--- src/rtl/kd_sort_ctrl.sv ---
// kd-tree compare-exchange sequencer: odd-even transposition over tree levels.
// Optional round limit enabled by defining KD_SORT_TIMEOUT_EN.
module kd_sort_ctrl #(
  parameter  int DEPTH      = 3,
  parameter  int MAX_ROUNDS = 16,
  localparam int NUM_NODES  = 2**DEPTH - 1,
  localparam int NUM_CE     = 2**(DEPTH-1) - 1,
  localparam int NV_W       = $clog2(NUM_NODES + 1),
  localparam int RW         = $clog2(MAX_ROUNDS + 1)
) (
  input  logic              clk,
  input  logic              rst,
  input  logic              start,
  input  logic [NV_W-1:0]   num_valid,
  input  logic [NUM_CE-1:0] ce_stable,
  output logic [NUM_CE-1:0] ce_en,
  output logic [NUM_CE-1:0] left_en,
  output logic [NUM_CE-1:0] right_en,
  output logic              sorting,
  output logic              busy,
  output logic              done,
  output logic              timeout,
  output logic [RW-1:0]     rounds
);

  typedef enum logic [2:0] {
    IDLE,
    EVEN_FIRE,
    EVEN_WAIT,
    ODD_FIRE,
    ODD_WAIT,
    DONE_S
  } state_e;

  state_e            state_q, state_d;
  logic [NUM_CE-1:0] left_q, left_d;
  logic [NUM_CE-1:0] right_q, right_d;
  logic [RW-1:0]     rounds_q, rounds_d;
  logic              timeout_q, timeout_d;
  logic              clean_q, clean_d;

  logic [NUM_CE-1:0] even_lvl;
  logic [NUM_CE-1:0] active;
  logic [NUM_CE-1:0] even_mask;
  logic [NUM_CE-1:0] odd_mask;
  logic              even_clean;
  logic              odd_clean;
  int                nv_int;
  int                nv_clamp;

  // node i sits on level floor(log2(i+1)) == $clog2(i+2)-1
  for (genvar g = 0; g < NUM_CE; g++) begin : g_lvl
    assign even_lvl[g] = ((($clog2(g + 2) - 1) % 2) == 0);
  end

  assign active     = left_q | right_q;
  assign even_mask  = even_lvl & active;
  assign odd_mask   = ~even_lvl & active;
  assign even_clean = &(ce_stable | ~even_mask);
  assign odd_clean  = &(ce_stable | ~odd_mask);

  always_comb begin
    nv_int   = 32'(num_valid);
    nv_clamp = (nv_int > NUM_NODES) ? NUM_NODES : nv_int;
  end

  always_ff @(posedge clk) begin
    if (rst) begin
      state_q   <= IDLE;
      left_q    <= '0;
      right_q   <= '0;
      rounds_q  <= '0;
      timeout_q <= 1'b0;
      clean_q   <= 1'b0;
    end else begin
      state_q   <= state_d;
      left_q    <= left_d;
      right_q   <= right_d;
      rounds_q  <= rounds_d;
      timeout_q <= timeout_d;
      clean_q   <= clean_d;
    end
  end

  always_comb begin
    state_d   = state_q;
    left_d    = left_q;
    right_d   = right_q;
    rounds_d  = rounds_q;
    timeout_d = timeout_q;
    clean_d   = clean_q;
    unique case (state_q)
      IDLE: begin
        if (start) begin
          for (int i = 0; i < NUM_CE; i++) begin
            left_d[i]  = (2 * i + 1) < nv_clamp;
            right_d[i] = (2 * i + 2) < nv_clamp;
          end
          rounds_d  = '0;
          timeout_d = 1'b0;
          state_d   = (nv_clamp <= 1) ? DONE_S : EVEN_FIRE;
        end
      end
      EVEN_FIRE: state_d = EVEN_WAIT;
      EVEN_WAIT: begin
        clean_d = even_clean;
        state_d = ODD_FIRE;
      end
      ODD_FIRE: state_d = ODD_WAIT;
      ODD_WAIT: begin
        if (rounds_q != '1) rounds_d = rounds_q + 1'b1;
        if (clean_q && odd_clean) begin
          state_d = DONE_S;
`ifdef KD_SORT_TIMEOUT_EN
        end else if ((32'(rounds_q) + 1) == MAX_ROUNDS) begin
          state_d   = DONE_S;
          timeout_d = 1'b1;
`endif
        end else begin
          state_d = EVEN_FIRE;
        end
      end
      DONE_S:  state_d = IDLE;
      default: state_d = IDLE;
    endcase
  end

  always_comb begin
    ce_en   = '0;
    sorting = 1'b0;
    busy    = (state_q != IDLE);
    done    = (state_q == DONE_S);
    unique case (state_q)
      EVEN_FIRE: begin
        ce_en   = even_mask;
        sorting = 1'b1;
      end
      ODD_FIRE: begin
        ce_en   = odd_mask;
        sorting = 1'b1;
      end
      EVEN_WAIT, ODD_WAIT: sorting = 1'b1;
      default: ;
    endcase
  end

  // timeout_q is only ever set when the round limit is compiled in
  assign timeout  = timeout_q;
  assign left_en  = left_q;
  assign right_en = right_q;
  assign rounds   = rounds_q;

endmodule

--- config.mk ---
export PLATFORM = sky130hd
export DESIGN_NAME = kd_sort_ctrl
export DESIGN_NICKNAME = d
export VERILOG_FILES = /design/src/rtl/kd_sort_ctrl.sv
export SDC_FILE = /design/constraint.sdc
export NUM_CORES = 1
export LEC_CHECK = 0
export CAP_MARGIN = 5
export CORE_MARGIN = 5
export CORE_UTILIZATION = 48
export DETAILED_ROUTE_END_ITERATION = 10
export GPL_TIMING_DRIVEN = 0
export MAX_ROUTING_LAYER = met4
export PLACE_DENSITY_LB_ADDON = 0.2
export SETUP_SLACK_MARGIN = 0.4
export SYNTH_ARGS = -nofsm -noshare
export SYNTH_HDL_FRONTEND = slang
export SYNTH_SLANG_ARGS = --single-unit
--- constraint.sdc ---
create_clock -name clk -period 4.4 [get_ports clk]
set_input_delay 0.66 -clock clk [delete_from_list [all_inputs] [get_ports clk]]
set_output_delay 0.66 -clock clk [all_outputs]
set_load 0.03 [all_outputs]
==> impl_metrics.py <==
metrics = {
    "floorplan": {
        "num_rows": 15,
        "die_area_mm2": 0.00276,
        "core_area_mm2": 0.00173,
        "die_w_um": 52.5,
        "io_pins": 27,
        "dieHeight_um": 52.5,
        "start_util_pct": 50.2,
    },
    "setup_path": {
        "cp.required_ps": 3740,
        "critPathMaxFanout": 10,
        "worst-setup-path-type": "reg -> out",
        "endpoint_kind": "output port",
        "arrival_ps": 2130,
        "startpoint_type": "flip-flop",
        "cp-startpoint": "state_q[2]",
        "r2r-start": "rounds[0]",
    },
    "clock_tree": {
        "htreeDepth": 1,
        "numCtsBuffers": 3,
        "cts.clk_slew.worst_paths_ps": 80,
        "cts_tree": "built",
        "cts_resized": 0,
        "clk_path_buf_depth": 2,
        "clock-sinks": 15,
        "cts_hold_buf": 0,
        "cts_root_buf": "clkbuf_4",
        "clkLatencyLatePin_ps": 280,
        "post_cts_buffers": 0,
    },
    "yosys": {
        "yosysSeqAreaShare_pct": 34.6,
        "syn_avg_cell_area_um2": 8.50,
        "synthArstFlopShare_pct": 0,
        "synthCells": 102,
        "synth_cell_types": 41,
        "synth_edf_count": 0,
        "synthesis.area_um2": 867,
        "synth_warnings": 0,
        "synth-seq-cells": 15,
        "ys.flop_type": "dfxtp_1",
        "synthesis.nets": 113,
    },
    "route": {
        "drt_wl_total_um": 2170,
        "firstDrtPassIters": 4,
        "vias_per_cell": 5.62,
        "drt_iter0_markers": 15,
        "detail-route-antenna-nets": 0,
        "via_count": 877,
        "post_drt_wl_per_cell_um": 13.9,
        "drc_errors": 0,
    },
    "global_routing": {
        "track_usage_pct": 17.3,
        "grt_start_max_net_pins": 11,
        "grt_pass1_wl_um": 3480,
        "grt_overflow": 0,
        "antenna_found_initial": 0,
        "first_global_vias": 807,
    },
    "placement": {
        "dp.final_hpwl_um": 1580,
        "io_buffers": 25,
        "routabilityCongestion": 0.780,
    },
    "finish": {
        "nets": 143,
        "antennaDiodeCount": 0,
        "layout_commonest_cell": "clkdlybuf4s50_1",
        "area_growth_syn_to_layout_pct": 35.5,
        "final_cell_mix": "clkdlybuf4s50_1 (25), dfxtp_1 (15), nor2_1 (11), a21oi_1 (8), nand2_1 (7)",
        "drive_gt1_share_pct": 10.7,
        "final_core_util_pct": 68.0,
    },
    "timing": {
        "finClkSkew_ps": 7.24,
        "setup_tns_ps": 0,
        "min_period_ps": 2790,
        "post-route-period-util_pct": 63.5,
        "setup_violations": 0,
        "rsz0062_at_grt": "false",
        "finalHoldViolations": 0,
        "maxSlewViolCount": 0,
        "max_freq_mhz": 358,
    },
    "worst_hold_path": {
        "min-delay-start": "right_en[1]",
        "hp-class": "reg -> reg",
    },
    "status": {
        "outcome": "complete, no violations",
    },
    "power": {
        "leakage_nw": 0.427,
        "power-per-cell-area_mw_per_mm2": 309,
        "vdd_ir_drop_max_mv": 0.163,
    },
    "flow_run": {
        "max_cap_viol_count": 0,
    },
}
[final cells by class]
class	instances	area [µm²]
repair buffers	25	250
well taps	25	31.3
inverters	1	3.75
flip-flops and latches	15	300
plain buffers	9	50.0
clock buffers	4	26.3
fillers	144	552
multi-input cells	77	513
[layer usage]
metal / vias up / GRT usage [%] / part of all wire, %
met1: 413 / 20.8 / 45
met4: 0 / 6.38 / 1.2
met2: 24 / 28.9 / 50
met5: - / - / 0
li1: 435 / - / -
met3: 5 / 2.56 / 3.6
[report_power, final]
group,internal [mW],switching (mW),total (mW)
combinational,0.0544,0.0757,0.130
sequential,0.145,0.00910,0.154
clock,0.0351,0.0440,0.0791
[cells by family after synthesis]
family	after synthesis	synth area share [%]
simple gates	50	34.9
buf+inv	10	6.20
other cells	1	0.432
xor+xnor	2	2.02
fa+ha+maj	2	2.89
flops	15	34.6
mux	2	2.31
compound gates	20	16.6
[synth_stat cells, types with 2 or more instances]
library cell | n | share of area [%]
a21oi_1 | 8 | 4.6
buf_2 | 4 | 2.3
clkbuf_1 | 3 | 1.3
dfxtp_1 | 15 | 35
ha_1 | 2 | 2.9
mux2i_1 | 2 | 2.3
nand2_1 | 7 | 3.0
nand3_1 | 4 | 2.3
nand4_1 | 4 | 2.9
nor2_1 | 11 | 4.8
nor3_1 | 5 | 2.9
nor4b_1 | 2 | 2.0
nor4bb_1 | 2 | 2.3
o31ai_1 | 3 | 2.6
or3_1 | 3 | 2.2
xnor2_1 | 2 | 2.0
[stage by stage]
stage / area [µm²] / power [mW] / hold slack (ps) / cells / worst slack, ps
CTS: 1170 / 0.364 / 474 / 156 / 1630
floorplan: 867 / 0.241 / 474 / 102 / 1990
finish: 1170 / 0.364 / 473 / 156 / 1610
global route: 1170 / 0.381 / 495 / 156 / 1530
detailed placement: 1150 / 0.286 / 465 / 152 / 1940
global placement: 1150 / 0.284 / 458 / 152 / 1970
[path summary, 6_finish.rpt]
path / endpoint / slack [ps] / depth (start not counted)
min reg2reg: right_en[1] / 470 / 2
min: right_en[1] / 470 / 2
max reg2reg: rounds[3] / 2640 / 6
max: done / 1610 / 4
[state kept, by name (all words and copies together), names as in the netlist]
register / count
right_en: 3
state_q: 3
left_en: 3
clean_q: 1
rounds: 5
[critical path, cell delays in order, from the launching register on]
cell	delay [ps]
dfxtp_1	400
clkbuf_1	320
buf_2	300
and3b_1	180
clkdlybuf4s50_1	660
(Power assumes the default switching activity.)
